### config.mk
export PLATFORM = sky130hd
export DESIGN_NAME = vldst_seq
export DESIGN_NICKNAME = d
export VERILOG_FILES = /design/src/rtl/vldst_seq.sv
export SDC_FILE = /design/constraint.sdc
export NUM_CORES = 1
export LEC_CHECK = 0
export BUFFER_PORTS_ARGS = -buffer_cell sky130_fd_sc_hd__buf_2
export CORE_MARGIN = 2
export CORE_UTILIZATION = 30
export DETAILED_ROUTE_END_ITERATION = 10
export PLACE_DENSITY = 0.59
export REMOVE_ABC_BUFFERS = 1
export SLEW_MARGIN = 5
export SYNTH_ARGS = -nofsm -noshare
export SYNTH_HDL_FRONTEND = slang
export SYNTH_SLANG_ARGS = --single-unit
### constraint.sdc
create_clock -name Clk1 -period 5.5 [get_ports Clk1]
set_input_delay 1.1 -clock Clk1 [delete_from_list [all_inputs] [get_ports Clk1]]
set_output_delay 1.1 -clock Clk1 [all_outputs]
set_load 0.01 [all_outputs]
### src/rtl/vldst_seq.sv
// rtl/vldst_seq.sv - vector load/store sequencer between a 16-bit memory and a vector register
//
// Moves one vector of ELEMS 16-bit elements between memory and the vector
// register file, one element per cycle, starting at a base address that
// wraps modulo 2^16.
//
// Ports:
//   Clk1        sole clock, all state on its rising edge
//   Reset       synchronous, active-high; aborts any transfer
//   Start       one-cycle request, honoured only while idle
//   Op          0 = load (memory -> VecOut), 1 = store (VecIn -> memory)
//   BaseAddr    memory address of element 0
//   VecIn       store source vector, element i at [16i+15:16i]
//   MemDataIn   memory read data, valid the cycle after a MemRD
//   MemAddr     memory address (0 when no strobe is active)
//   MemRD       memory read strobe
//   MemWR       memory write strobe
//   MemDataOut  memory write data (0 when no strobe is active)
//   VecOut      loaded vector, element i at [16i+15:16i]; held between loads
//   VecWR       one-cycle pulse: VecOut is complete, write it to the register file
//   Busy        high for the whole transfer including the final cycle
//   Done        one-cycle completion pulse

module vldst_seq #(
    parameter int ELEMS = 16
) (
    input  logic                  Clk1,
    input  logic                  Reset,
    input  logic                  Start,
    input  logic                  Op,
    input  logic [15:0]           BaseAddr,
    input  logic [ELEMS*16-1:0]   VecIn,
    input  logic [15:0]           MemDataIn,
    output logic [15:0]           MemAddr,
    output logic                  MemRD,
    output logic                  MemWR,
    output logic [15:0]           MemDataOut,
    output logic [ELEMS*16-1:0]   VecOut,
    output logic                  VecWR,
    output logic                  Busy,
    output logic                  Done
);

    localparam int KW = (ELEMS > 2) ? $clog2(ELEMS) : 1;
    localparam logic [KW-1:0] KLAST = KW'(ELEMS - 1);

    typedef enum logic [2:0] {
        IDLE,
        LOAD,
        DRAIN,
        STORE,
        FIN
    } state_t;

    state_t               state;
    logic [KW-1:0]        k;
    logic                 opLatch;
    logic [15:0]          baseLatch;
    logic [ELEMS*16-1:0]  vecLatch;

    // Element index arithmetic is done in int so that k*16 cannot overflow
    // the narrow counter width.
    int                   kIdx;
    int                   kPrevIdx;
    int                   kNextIdx;
    logic [15:0]          nextAddr;

    assign kIdx     = int'(k);
    assign kPrevIdx = kIdx - 1;
    assign kNextIdx = kIdx + 1;

    // Address of the element after the current one; the 16-bit add wraps.
    assign nextAddr = baseLatch + 16'(k) + 16'd1;

    // Outputs are registered and updated together with the state, so the
    // strobe/address seen in a cycle always belongs to the state of that cycle.
    always_ff @(posedge Clk1) begin
        if (Reset) begin
            state      <= IDLE;
            k          <= '0;
            opLatch    <= 1'b0;
            baseLatch  <= '0;
            vecLatch   <= '0;
            MemAddr    <= '0;
            MemRD      <= 1'b0;
            MemWR      <= 1'b0;
            MemDataOut <= '0;
            VecOut     <= '0;
            VecWR      <= 1'b0;
            Busy       <= 1'b0;
            Done       <= 1'b0;
        end else begin
            case (state)
                IDLE: begin
                    Done  <= 1'b0;
                    VecWR <= 1'b0;
                    if (Start) begin
                        opLatch   <= Op;
                        baseLatch <= BaseAddr;
                        k         <= '0;
                        Busy      <= 1'b1;
                        MemAddr   <= BaseAddr;
                        if (Op) begin
                            vecLatch   <= VecIn;
                            MemWR      <= 1'b1;
                            MemDataOut <= VecIn[15:0];
                            state      <= STORE;
                        end else begin
                            MemRD <= 1'b1;
                            state <= LOAD;
                        end
                    end
                end

                LOAD: begin
                    // Data for the read issued last cycle arrives now.
                    if (k != '0) begin
                        VecOut[kPrevIdx*16 +: 16] <= MemDataIn;
                    end
                    k <= k + KW'(1);
                    if (k == KLAST) begin
                        MemRD   <= 1'b0;
                        MemAddr <= '0;
                        state   <= DRAIN;
                    end else begin
                        MemAddr <= nextAddr;
                    end
                end

                DRAIN: begin
                    // Last element's data, no new read issued.
                    VecOut[(ELEMS-1)*16 +: 16] <= MemDataIn;
                    Done  <= 1'b1;
                    VecWR <= ~opLatch;
                    state <= FIN;
                end

                STORE: begin
                    if (k == KLAST) begin
                        MemWR      <= 1'b0;
                        MemAddr    <= '0;
                        MemDataOut <= '0;
                        Done       <= 1'b1;
                        VecWR      <= 1'b0;
                        state      <= FIN;
                    end else begin
                        k          <= k + KW'(1);
                        MemAddr    <= nextAddr;
                        MemDataOut <= vecLatch[kNextIdx*16 +: 16];
                    end
                end

                FIN: begin
                    Done  <= 1'b0;
                    VecWR <= 1'b0;
                    Busy  <= 1'b0;
                    k     <= '0;
                    state <= IDLE;
                end

                default: begin
                    state <= IDLE;
                end
            endcase
        end
    end

endmodule
== Word-level counts from Yosys, hierarchy flattened ==
Index checks and enable logic that the tools add are counted.
Storage, ports and cells
  flip-flop bits (word level): 573
  output and inout port bits: 293
  bits of input ports: 292
Operators by class
  equality and inequality tests: 12
  reduce and logical (&&, ||, !) cells: 23
  mux-type cells: 30
  shifts and indexed selects: 3
  $add $sub $neg: 6
  bitwise logic cells: 1
Operator list (number)
  256-bit bitwise mux: 1
  256-bit 2-to-1 mux: 1
  16-bit by 33-bit variable shift with 256-bit output (first input constant): 1
  16-bit by 33-bit variable part select with 256-bit output: 1
  256-bit by 10-bit variable part select with 16-bit output: 1
  16-bit one-hot mux with 2 select lines: 3
  16-bit 2-to-1 mux: 5
  9-bit negator with 33-bit output: 1
  16-bit by 1-bit adder with 16-bit output (second input constant): 1
  16-bit by 4-bit adder with 16-bit output: 1
  4-bit one-hot mux with 4 select lines: 1
  2-bit inequality test (second input constant): 7
  3-bit one-hot mux with 4 select lines: 1
  2-bit AND reduction: 6
  3-bit AND reduction: 4
  2-bit nonzero test: 5
  3-bit 2-to-1 mux: 3
  4-bit 2-to-1 mux: 2
  4-bit AND reduction: 2
  4-bit nonzero test: 2
  1-bit 2-to-1 mux: 7
  3-bit by 2-bit == test with 1-bit output (second input constant): 2
  1-bit one-hot mux with 2 select lines: 3
  1-bit one-hot mux with 3 select lines: 2
  other kinds (11): 12

== Logic depth before layout (Yosys ltp) ==
  word-level depth: 6
  depth in mapped cells: 18
  mapped depth without buffers: 12

== Worst setup path after synthesis ==
No wires, ideal clock.
  path kind: register -> register
  start point: reg k[1]
  end point: reg VecOut[198]
  clock period less this slack: 4.380 ns
  slack: 1.120 ns
  stages on the path, launching flop included: 16
  required time: 5.380 ns
  arrival: 4.260 ns
  buffers on the path: 5
  cell sequence: dfxtp_1 > clkbuf_1 > clkbuf_1 > buf_2 > inv_1 > ha_1 > clkbuf_1 > nand2_1 > or3_1 > ha_1 > nor4b_1 > nand4_1 > a2111oi_4 > nand3_4 > buf_6 > mux2i_1
On the way
  longest elaborated chain between the ends: 4
  elaborated cells on any way between the ends: 7
  those cells by class: 2 x add/sub; 2 x shift; 1 x mux; 2 x reduce/logical
RTL lines
  from (decl): RTL line 56  | logic [KW-1:0] k;
  from (signal assigned): RTL line 120  | k <= k + KW'(1);
  from (signal assigned): RTL line 147  | k <= k + KW'(1);
  4-bit by 1-bit subtractor with 5-bit output: RTL line 69  | assign kPrevIdx = kIdx - 1;
  9-bit negator with 33-bit output: RTL line 118  | VecOut[kPrevIdx*16 +: 16] <= MemDataIn;
  16-bit by 33-bit variable part select with 256-bit output / 16-bit by 33-bit variable shift with 256-bit output (equally long branches): RTL line 118
  256-bit bitwise mux: RTL line 118
  to (signal, indexed assignment): RTL line 118
  to (signal, indexed assignment): RTL line 132  | VecOut[(ELEMS-1)*16 +: 16] <= MemDataIn;
  to (decl): RTL line 38  | output logic [ELEMS*16-1:0] VecOut,
Several ways; a longest one is shown, not always the timed one.
A chain may end at the register's enable or synchronous reset.

== Worst setup path after layout ==
  start point: reg k[1]
  end point: reg VecOut[204]
The elaborated chain is that of the path after synthesis.

==> flow_summary.ini <==
[detailed_routing]
wl_met1_um = 33220
drt_iter0_drc = 1469
dr.max_layer_used = met5
drtPass1Iterations = 7
drc = 0
wl_met2_um = 38090
wl_met3_um = 6088
dr_total_vias = 20490
vias_per_cell = 4.841
finalWirelength_um = 80450
wl_per_cell_um = 19.01
ant_nets = 0

[synthesis]
synth_compound_area_share_pct = 10.91
synth-main-ff-cell = dfxtp_1
synth_edf_count = 0
syn_inst = 2651
yosysTopAreaCell = dfxtp_1
synth_top_area_share_pct = 47.03
synth_xor_area_share_pct = 0.7599
synth_area_per_cell_um2 = 8.944
yosysUniqueCellTypes = 67
async_flop_share_pct = 0
syn_area_um2 = 23710
synth_top_family_by_area = simple AND/OR/NAND/NOR gates
synth_fa_ha_area_share_pct = 0.8760
yosysSeqAreaShare_pct = 47.03
yosysWarningCount = 0
synth-simple-area-share_pct = 21.54
synthMuxAreaShare_pct = 14.83
synth-seq-cells = 557
synthTopCellsByArea = dfxtp_1 (47%), nand2_1 (11%), mux2i_1 (10%)

[critical_path]
critPathBufInv = 2
slowest_stage = a2111oi_4
worst_path_dominant_cell_family = simple AND/OR/NAND/NOR gates
cp.depth = 11
critical_path_required_ps = 6030
reg2reg_slack_ps = 1310
crit_arrival_ps = 4720
path_cells = inv_1 > ha_1 > nand2_1 > or3_1 > inv_1 > ha_1 > nor4b_1 > nand4_1 > a2111oi_4 > nand3_4 > mux2i_1
path_max_fanout = 21
start_kind = flop
r2r_cells = 11
crit_end = VecOut[204]
timing.critical_path.slowest_cell_delay_ps = 660
r2r-end = VecOut[204]
end_kind = flop
startpoint = k[1]
path_class = flop to flop
r2r_start = k[1]

[floorplanning]
die-area_um2 = 81300
die_h_um = 285.1
core_area_um2 = 78610
io_pins = 585
dieWidth_um = 285.1
rows = 103
start_util_pct = 30.16

[finish]
area_growth_pct = 24.30
multiInputGateArea_um2 = 11680
regArea_um2 = 11160
final_layout_size_suffix_gt1_share_pct = 25.12
nFillCells = 8129
final_cells = 4232
stdcell_area_um2 = 29470
nNetsFinal = 3441

[clock_network]
numClockSinks = 557
cts_tree = done
cts_setup_buffers = 0
clock-root-buffer = clkbuf_16
cts_hold_buf = 0
clkLatencyLatePin_ps = 630
cts_inserted_buffers = 61
cts.clk_slew.worst_paths_ps = 60
cts_buffer_depth = 3
h-tree-depth = 2
cts_resized = 0

[run]
maxCapViolCount = 0

[placed_design]
placed_area_um2 = 27530
gp_congestion = 0.8319
place_inst = 4120
port_buffers = 584
dp_hpwl_um = 55960

[timing]
fin_crit_sh_pct = 76.14
setup_tns_ps = 0
setup_viol = 0
skew_ps = 31.00
rsz0062_at_grt = false
period_needed_ps = 4188
timing.fmax_mhz = 238.8
slew_headroom_pct = 21.28
worst_pin_slew_ps = 1177
slew_violations = 0
finalHoldViolCount = 0

[hold_path]
worst_hold_path_type = flop to flop

[global_routing]
grt_pass1_vias = 20000
grt_first_pass_wirelength_um = 121200
grt_max_degree = 262
antenna_found_initial = 22
grt.overflow.total = 0
grt_usage_pct = 19.02

[pwr]
power.density_nw_per_um2 = 317.4
ir_drop_mv = 0.2175
power.leakage_uw = 0.01226

[run_status]
status = completed
how the worst min path moves through the flow:
stage	to	slack [ps]	depth (start not counted)	startpoint
after floorplan	vecLatch[100]	430	2	vecLatch[100]
after global placement	VecOut[246]	430	2	VecOut[246]
after detailed placement	VecOut[250]	440	2	VecOut[250]
after CTS	VecOut[250]	450	2	VecOut[250]
after global routing	vecLatch[206]	460	2	vecLatch[206]
final	VecOut[246]	450	2	VecOut[246]
report_power, final:
group | internal (uW) | leakage [uW] | switching, uW
sequential | 4190 | 0.00452 | 100
combinational | 382 | 0.00679 | 663
clock | 2320 | 0.000951 | 1700
state kept, by name (all words and copies together) (netlist names), 3 cells and up:
name / cells
MemDataOut: 16
state: 3
vecLatch: 240
baseLatch: 16
MemAddr: 16
k: 4
VecOut: 256
metal layers:
metal	vias to the layer above	GRT usage (%)
li1	9929	-
met1	9670	23.36
met2	695	32.04
met3	170	4.952
met4	24	6.885
met5	-	0
synthesized netlist by cell type (all sizes together), types with 3 or more instances:
master,instances
a21oi,289
clkbuf,154
nor2b,25
dfxtp,557
nand3,10
nor4b,3
a22oi,12
or3,7
nor3b,7
xnor2,10
nand2,702
o21ai,23
buf,49
nand2b,246
mux4,48
a311oi,15
o211ai,33
xor2,6
nor2,46
and3,5
nor3,18
mux2i,241
ha,15
and2,3
o22ai,27
nand4,20
o21a,15
nor4,3
inv,24
area by class of cell:
class / instances / area share [%]
clock buffers: 87 / 5.888
inverters: 24 / 0.3057
clock inverters: 16 / 0.6411
flip-flops and latches: 557 / 37.88
repair buffers: 622 / 11.13
well taps: 1050 / 4.458
multi-input cells: 1867 / 39.62
diodes: 9 / 0.07642
through the flow:
step / util (%) / total power [uW] / hold WS [ps] / worst slack (ps)
final: 37.49 / 9355 / 447.4 / 1312
after global routing: 37.47 / 9720 / 463.1 / 980.0
after CTS: 37.46 / 9454 / 447.1 / 1326
after detailed placement: 35.01 / 5430 / 437.8 / 1349
after global placement: 35.01 / 5422 / 433.8 / 1361
after floorplan: - / 4930 / 427.1 / -1443
logic make-up (layout without fill, tap and decap cells):
group	Yosys count	count (layout)
XOR/XNOR	17	17
AO/OA/AOI/OAI	441	441
flip-flops	557	557
other	0	9
adder cells (fa/ha/maj)	16	16
AND/OR/NAND/NOR	1102	1102
buffers and inverters	227	749
multiplexers	291	291
worst min-delay path: stages, from the launching register on:
cell and delay (ps):
dfxtp_1 310, inv_1 50, o22ai_1 50
placed cells by master, fill, tap and decap left out, types with 27 or more instances in the layout:
cell type	instances
a21oi_1	288
buf_2	583
buf_4	33
clkbuf_16	62
dfxtp_1	553
mux2i_1	241
mux4_2	48
nand2_1	701
nand2b_1	246
nor2_1	46
o211ai_1	33
o22ai_1	27
(Power assumes the default switching activity.)
